`src/rtl/apbdma_xfer_ctrl_if.sv`:
```
// rtl/apbdma_xfer_ctrl_if.sv - APB master bundle driven by the DMA transfer sequencer
interface apbdma_xfer_ctrl_if #(
    parameter int AddrWidth = 32,
    parameter int DataWidth = 32
);
    logic                   psel_o;
    logic                   penable_o;
    logic                   pwrite_o;
    logic [AddrWidth-1:0]   paddr_o;
    logic [DataWidth-1:0]   pwdata_o;
    logic [DataWidth/8-1:0] pstrb_o;
    logic                   pready_i;
    logic                   pslverr_i;
    logic [DataWidth-1:0]   prdata_i;

    modport master (
        output psel_o, penable_o, pwrite_o, paddr_o, pwdata_o, pstrb_o,
        input  pready_i, pslverr_i, prdata_i
    );

    modport slave (
        input  psel_o, penable_o, pwrite_o, paddr_o, pwdata_o, pstrb_o,
        output pready_i, pslverr_i, prdata_i
    );
endinterface

```
`src/rtl/apbdma_xfer_ctrl.sv`:
```
// rtl/apbdma_xfer_ctrl.sv - APB DMA transfer sequencer: single-beat APB master between cfg regs and FIFOs
module apbdma_xfer_ctrl #(
    parameter int AddrWidth     = 32,
    parameter int MstDataWidth  = 32,
    parameter int NumBytesWidth = 8
) (
    input  logic                     clk_i,
    input  logic                     rst_i,
    input  logic                     start_i,
    input  logic                     rw_i,
    input  logic [AddrWidth-1:0]     start_addr_i,
    input  logic [NumBytesWidth-1:0] num_bytes_i,
    output logic                     busy_o,
    output logic                     done_o,
    output logic                     err_o,
    apbdma_xfer_ctrl_if.master       apb,
    output logic                     rfifo_push_o,
    output logic [MstDataWidth-1:0]  rfifo_data_o,
    input  logic                     rfifo_full_i,
    output logic                     wfifo_pop_o,
    input  logic [MstDataWidth-1:0]  wfifo_data_i,
    input  logic                     wfifo_empty_i
);
    localparam int BytesPerBeat = MstDataWidth / 8;
    localparam int BeatShift    = $clog2(BytesPerBeat);

    typedef enum logic [1:0] {S_IDLE, S_WAIT, S_SETUP, S_ACCESS} state_e;

    state_e                   state_q, state_d;
    logic                     start_q, armed_q, rw_q;
    logic                     busy_q, done_q, err_q;
    logic                     psel_q, penable_q, pwrite_q;
    logic [AddrWidth-1:0]     addr_q;
    logic [MstDataWidth-1:0]  pwdata_q;
    logic [BytesPerBeat-1:0]  pstrb_q;
    logic [NumBytesWidth-1:0] beats_q, launch_beats;
    logic                     launch, rw_eff, complete, last_beat;
    logic                     issue_eval, issue_go, psel_d;

    always_comb begin
        launch_beats = num_bytes_i >> BeatShift;
        // A level already high out of reset is not an edge: arm only after start_i is seen low.
        launch       = (state_q == S_IDLE) && start_i && !start_q && armed_q;
        rw_eff       = launch ? rw_i : rw_q;
        complete     = (state_q == S_ACCESS) && apb.pready_i;
        last_beat    = (beats_q == NumBytesWidth'(1));
        issue_eval   = (launch && (launch_beats != '0)) || (state_q == S_WAIT) ||
                       (complete && !apb.pslverr_i && !last_beat);
        issue_go     = issue_eval && (rw_eff ? !rfifo_full_i : !wfifo_empty_i);

        state_d = state_q;
        if (state_q == S_SETUP) begin
            state_d = S_ACCESS;
        end else if (issue_eval) begin
            state_d = issue_go ? S_SETUP : S_WAIT;
        end else if (complete) begin
            state_d = S_IDLE;
        end
        psel_d = (state_d == S_SETUP) || (state_d == S_ACCESS);
    end

    always_ff @(posedge clk_i or posedge rst_i) begin
        if (rst_i) begin
            state_q   <= S_IDLE;
            start_q   <= 1'b0;
            armed_q   <= 1'b0;
            rw_q      <= 1'b0;
            busy_q    <= 1'b0;
            done_q    <= 1'b0;
            err_q     <= 1'b0;
            psel_q    <= 1'b0;
            penable_q <= 1'b0;
            pwrite_q  <= 1'b0;
            addr_q    <= '0;
            pwdata_q  <= '0;
            pstrb_q   <= '0;
            beats_q   <= '0;
        end else begin
            state_q   <= state_d;
            start_q   <= start_i;
            armed_q   <= armed_q | ~start_i;
            busy_q    <= (state_d != S_IDLE);
            psel_q    <= psel_d;
            penable_q <= (state_d == S_ACCESS);
            pwrite_q  <= psel_d && !rw_eff;
            pstrb_q   <= {BytesPerBeat{psel_d}};
            done_q    <= (launch && (launch_beats == '0)) ||
                         (complete && (apb.pslverr_i || last_beat));
            if (launch) begin
                rw_q    <= rw_i;
                addr_q  <= start_addr_i;
                beats_q <= launch_beats;
                err_q   <= 1'b0;
            end
            if (complete) begin
                if (apb.pslverr_i) begin
                    err_q <= 1'b1;
                end else begin
                    addr_q  <= addr_q + AddrWidth'(BytesPerBeat);
                    beats_q <= beats_q - NumBytesWidth'(1);
                end
            end
            if (wfifo_pop_o) begin
                pwdata_q <= wfifo_data_i;
            end
        end
    end

    // FIFO strobes are same-cycle handshakes; gate them so reset silences them immediately.
    assign wfifo_pop_o   = !rst_i && issue_go && !rw_eff;
    assign rfifo_push_o  = !rst_i && complete && !apb.pslverr_i && rw_q;
    assign rfifo_data_o  = apb.prdata_i;

    assign busy_o        = busy_q;
    assign done_o        = done_q;
    assign err_o         = err_q;
    assign apb.psel_o    = psel_q;
    assign apb.penable_o = penable_q;
    assign apb.pwrite_o  = pwrite_q;
    assign apb.paddr_o   = addr_q;
    assign apb.pwdata_o  = pwdata_q;
    assign apb.pstrb_o   = pstrb_q;
endmodule

```
`src/flat_wrapper.sv`:
```
// flat-port wrapper written by rule: the top's interface ports become plain ports
module apbdma_xfer_ctrl_flat 
#(
    parameter int AddrWidth     = 32,
    parameter int MstDataWidth  = 32,
    parameter int NumBytesWidth = 8
)
  (clk_i, rst_i, start_i, rw_i, start_addr_i, num_bytes_i, busy_o, done_o, err_o, rfifo_push_o, rfifo_data_o, rfifo_full_i, wfifo_pop_o, wfifo_data_i, wfifo_empty_i, apb_psel_o, apb_penable_o, apb_pwrite_o, apb_paddr_o, apb_pwdata_o, apb_pstrb_o, apb_pready_i, apb_pslverr_i, apb_prdata_i);
  apbdma_xfer_ctrl_if #(.AddrWidth(AddrWidth), .DataWidth(32)) apb_i ();
  input  logic clk_i;
  input  logic rst_i;
  input  logic start_i;
  input  logic rw_i;
  input  logic [AddrWidth-1:0] start_addr_i;
  input  logic [NumBytesWidth-1:0] num_bytes_i;
  output logic busy_o;
  output logic done_o;
  output logic err_o;
  output logic rfifo_push_o;
  output logic [MstDataWidth-1:0] rfifo_data_o;
  input  logic rfifo_full_i;
  output logic wfifo_pop_o;
  input  logic [MstDataWidth-1:0] wfifo_data_i;
  input  logic wfifo_empty_i;
  output wire logic [$bits(apb_i.psel_o)-1:0] apb_psel_o;
  output wire logic [$bits(apb_i.penable_o)-1:0] apb_penable_o;
  output wire logic [$bits(apb_i.pwrite_o)-1:0] apb_pwrite_o;
  output wire logic [$bits(apb_i.paddr_o)-1:0] apb_paddr_o;
  output wire logic [$bits(apb_i.pwdata_o)-1:0] apb_pwdata_o;
  output wire logic [$bits(apb_i.pstrb_o)-1:0] apb_pstrb_o;
  input wire logic [$bits(apb_i.pready_i)-1:0] apb_pready_i;
  input wire logic [$bits(apb_i.pslverr_i)-1:0] apb_pslverr_i;
  input wire logic [$bits(apb_i.prdata_i)-1:0] apb_prdata_i;
  assign apb_psel_o = apb_i.psel_o;
  assign apb_penable_o = apb_i.penable_o;
  assign apb_pwrite_o = apb_i.pwrite_o;
  assign apb_paddr_o = apb_i.paddr_o;
  assign apb_pwdata_o = apb_i.pwdata_o;
  assign apb_pstrb_o = apb_i.pstrb_o;
  assign apb_i.pready_i = apb_pready_i;
  assign apb_i.pslverr_i = apb_pslverr_i;
  assign apb_i.prdata_i = apb_prdata_i;
  apbdma_xfer_ctrl #(.AddrWidth(AddrWidth), .MstDataWidth(MstDataWidth), .NumBytesWidth(NumBytesWidth)) u_core (.clk_i(clk_i), .rst_i(rst_i), .start_i(start_i), .rw_i(rw_i), .start_addr_i(start_addr_i), .num_bytes_i(num_bytes_i), .busy_o(busy_o), .done_o(done_o), .err_o(err_o), .apb(apb_i), .rfifo_push_o(rfifo_push_o), .rfifo_data_o(rfifo_data_o), .rfifo_full_i(rfifo_full_i), .wfifo_pop_o(wfifo_pop_o), .wfifo_data_i(wfifo_data_i), .wfifo_empty_i(wfifo_empty_i));
endmodule
```
`config.mk`:
```
export PLATFORM = sky130hd
export DESIGN_NAME = apbdma_xfer_ctrl_flat
export DESIGN_NICKNAME = d
export VERILOG_FILES = /design/src/rtl/apbdma_xfer_ctrl_if.sv /design/src/rtl/apbdma_xfer_ctrl.sv /design/src/flat_wrapper.sv
export SDC_FILE = /design/constraint.sdc
export NUM_CORES = 1
export LEC_CHECK = 0
export CAP_MARGIN = 5
export CORE_UTILIZATION = 43
export DETAILED_ROUTE_END_ITERATION = 10
export GPL_ROUTABILITY_DRIVEN = 0
export GPL_TIMING_DRIVEN = 1
export PLACE_DENSITY = 0.86
export RECOVER_POWER = 50
export SYNTH_ARGS = -nofsm -noshare
export SYNTH_HDL_FRONTEND = slang
export SYNTH_SLANG_ARGS = --single-unit
export TNS_END_PERCENT = 1
```
`constraint.sdc`:
```
create_clock -name clk_i -period 8.19 [get_ports clk_i]
set_clock_uncertainty 0.1 [all_clocks]
set_input_delay 2.457 -clock clk_i [delete_from_list [all_inputs] [get_ports clk_i]]
set_output_delay 2.457 -clock clk_i [all_outputs]
set_load 0.02 [all_outputs]
```
==> results_dict.tcl <==
set metrics [dict create \
    timing.max_cap.violations 1 \
    dp_hpwl_um 7980 \
    rsz0062_at_grt "no" \
    routedWlPerCell_um 17.1 \
    synth_cell_types 48 \
    cts_setup_buffers 0 \
    hp-class "register to register" \
    cts_resized 0 \
    ys_warn_count 0 \
    p_leak_uw 0.00244 \
    slew-limit-headroom -0.222 \
    worst_slew_pin_slew_ns 1.83 \
    nets 634 \
    crit_fanout 4 \
    crit_path_start_kind "primary input" \
    start_util 0.442 \
    postCtsHoldBufs 0 \
    rr_startpoint "u_core.armed_q$_DFF_PP0_" \
    r2r_slack_ns 4.65 \
    port_buffers 153 \
    grt_pass1_wl_um 17800 \
    timing.final.crit_share 0.887 \
    violations "capacitance limit, slew limit" \
    antenna_left 0 \
    first_pass_iters 4 \
    synth.ff_latch_count 83 \
    fp.dieH_um 102 \
    core_area_um2 9730 \
    syn_area_per_cell_um2 10.7 \
    syn-cell-area_um2 4300 \
    worstPathRequired_ns 5.63 \
    routed_wirelength_um 11300 \
    area_growth_pct 37.6 \
    cp.arrival_ns 4.70 \
    antenna_found_initial 1 \
    synth_nets 519 \
    hold_violations 0 \
    worst_hold_slack_ns 0.383 \
    cts_tree "built" \
    yosysTopAreaCellShare 0.483 \
    clockBufferDepth 2 \
    cts.htree.levels 3 \
    crit_end "wfifo_pop_o" \
    yosys-top-cells-area "dfrtp_1 (48%), mux2_4 (10%), buf_4 (6.3%)" \
    yosysSeqAreaShare 0.483 \
    synth_edf_count 0 \
    cts.sinks 83 \
    tns_ns 0 \
    fmax_mhz 138 \
    crit_type "primary input to output pin" \
    grt.overflow.total 0 \
    die_area_um2 10400 \
    cts_buffers 9 \
    io_pins 220 \
    ir_drop_v 0.000222 \
    synth_common_cells "dfrtp_1 (83), nor2_1 (47), buf_4 (36), nand2_1 (30), mux2_4 (29)" \
    end_kind "output pin" \
    cp-startpoint "num_bytes_i[5]" \
    drc 0 \
    async_flop_share 1.00 \
    synthCells 404 \
    drt_iter0_markers 80 \
    final-setup-viol-count 0 \
    period_needed_ns 7.26 \
    yosysTopAreaCell "dfrtp_1" \
    status "finished, violations left" \
    via_per_inst 5.46 \
    die_x_um 102 \
    drive_gt1_frac 0.116 \
    power.density_nw_per_um2 370 \
    core.rowCount 36 \
    num_vias 3590 \
    grt_use_total 0.224 \
    maxSlewViolCount 39 \
    grt_max_degree 84 \
    clk_pin_slew_ns 0.08 \
    regToRegEndpoint "u_core.apb.paddr_o[31]$_DFF_PP0_" \
    worst_r2r_path_depth 6 \
    grt_pass1_vias 3594 \
    yosysMostFrequentCell "dfrtp_1" \
    root_buffer "clkbuf_8" \
    ys_dominant_reg_cell "dfrtp_1" \
    clock_latency_ns 0.35 \
]
==> critical path, stage by stage <==
cell and delay, ns:
clkdlybuf4s50_1 0.42, nor4_1 0.36, nand2_1 0.16, a222oi_1 0.64, nor4_4 0.09, clkdlybuf4s50_1 0.58
==> per-stage QoR <==
stage	setup WS [ns]	utilization	instance area [µm²]	cells	power [µW]
6_report	0.928	0.609	5920	658	2190
5_1_grt	0.698	0.609	5920	658	2320
4_1_cts	0.911	0.609	5930	657	2240
3_5_place_dp	0.919	0.583	5680	641	1870
3_3_place_gp	0.986	0.583	5680	641	1830
2_1_floorplan	0.953	-	4300	404	1400
==> where the power goes <==
| group | switching [µW] | internal (µW) |
|---|---|---|
| combinational | 523 | 529 |
| clock | 151 | 212 |
| sequential | 179 | 598 |
==> how the worst min path moves through the flow <==
| stage | start | end | cells after the start |
|---|---|---|---|
| 2_1_floorplan | u_core.armed_q$_DFF_PP0_ | u_core.armed_q$_DFF_PP0_ | 1 |
| 3_3_place_gp | u_core.armed_q$_DFF_PP0_ | u_core.armed_q$_DFF_PP0_ | 1 |
| 3_5_place_dp | u_core.armed_q$_DFF_PP0_ | u_core.armed_q$_DFF_PP0_ | 1 |
| 4_1_cts | u_core.armed_q$_DFF_PP0_ | u_core.armed_q$_DFF_PP0_ | 1 |
| 5_1_grt | u_core.armed_q$_DFF_PP0_ | u_core.armed_q$_DFF_PP0_ | 1 |
| 6_report | u_core.apb.paddr_o[1]$_DFFE_PP0N_ | u_core.apb.paddr_o[1]$_DFFE_PP0N_ | 2 |
==> sequential cells by signal, summed over array words and instances (netlist names) <==
name	flops
u_core.start_q	1
u_core.rw_q	1
u_core.apb.pwrite_o	1
u_core.busy_o	1
u_core.state_q	2
u_core.armed_q	1
u_core.apb.pwdata_o	32
u_core.err_o	1
u_core.apb.paddr_o	32
u_core.apb.psel_o	1
u_core.beats_q	8
u_core.apb.penable_o	1
u_core.done_o	1
==> final cells by class <==
class	instances	area, µm²
antenna	1	2.50
clock buffer	10	138
clock inverter	6	113
fill	807	3810
inverter	7	27.5
multi-input combinational	259	1830
sequential	83	2080
tap	133	166
timing repair buffer	159	1570
==> routing by layer <==
layer / wire length (µm) / up-vias / global-route usage
met5: 0 / - / 0
met4: 221 / 0 / 0.100
met3: 995 / 26 / 0.0746
met2: 5380 / 164 / 0.367
met1: 4660 / 1733 / 0.268
li1: - / 1667 / -
==> cell families after synthesis <==
kind of cell	count (synthesis)	synth area share
adder cells (fa/ha/maj)	3	0.00872
multiplexers	37	0.121
flip-flops	83	0.483
buffers and inverters	62	0.0925
AO/OA/AOI/OAI	81	0.134
AND/OR/NAND/NOR	138	0.161
==> layout by cell type (no fill, tap or decap), drive strengths merged, types with 11 or more instances in the layout <==
cell,n
nand2,30
nor3,11
clkdlybuf4s50,108
dfrtp,83
nor2,47
nand3,16
dlygate4sd3,45
clkbuf,12
o21ai,11
mux2,33
a21oi,18
Note: power is estimated with default switching activity, not from simulation.
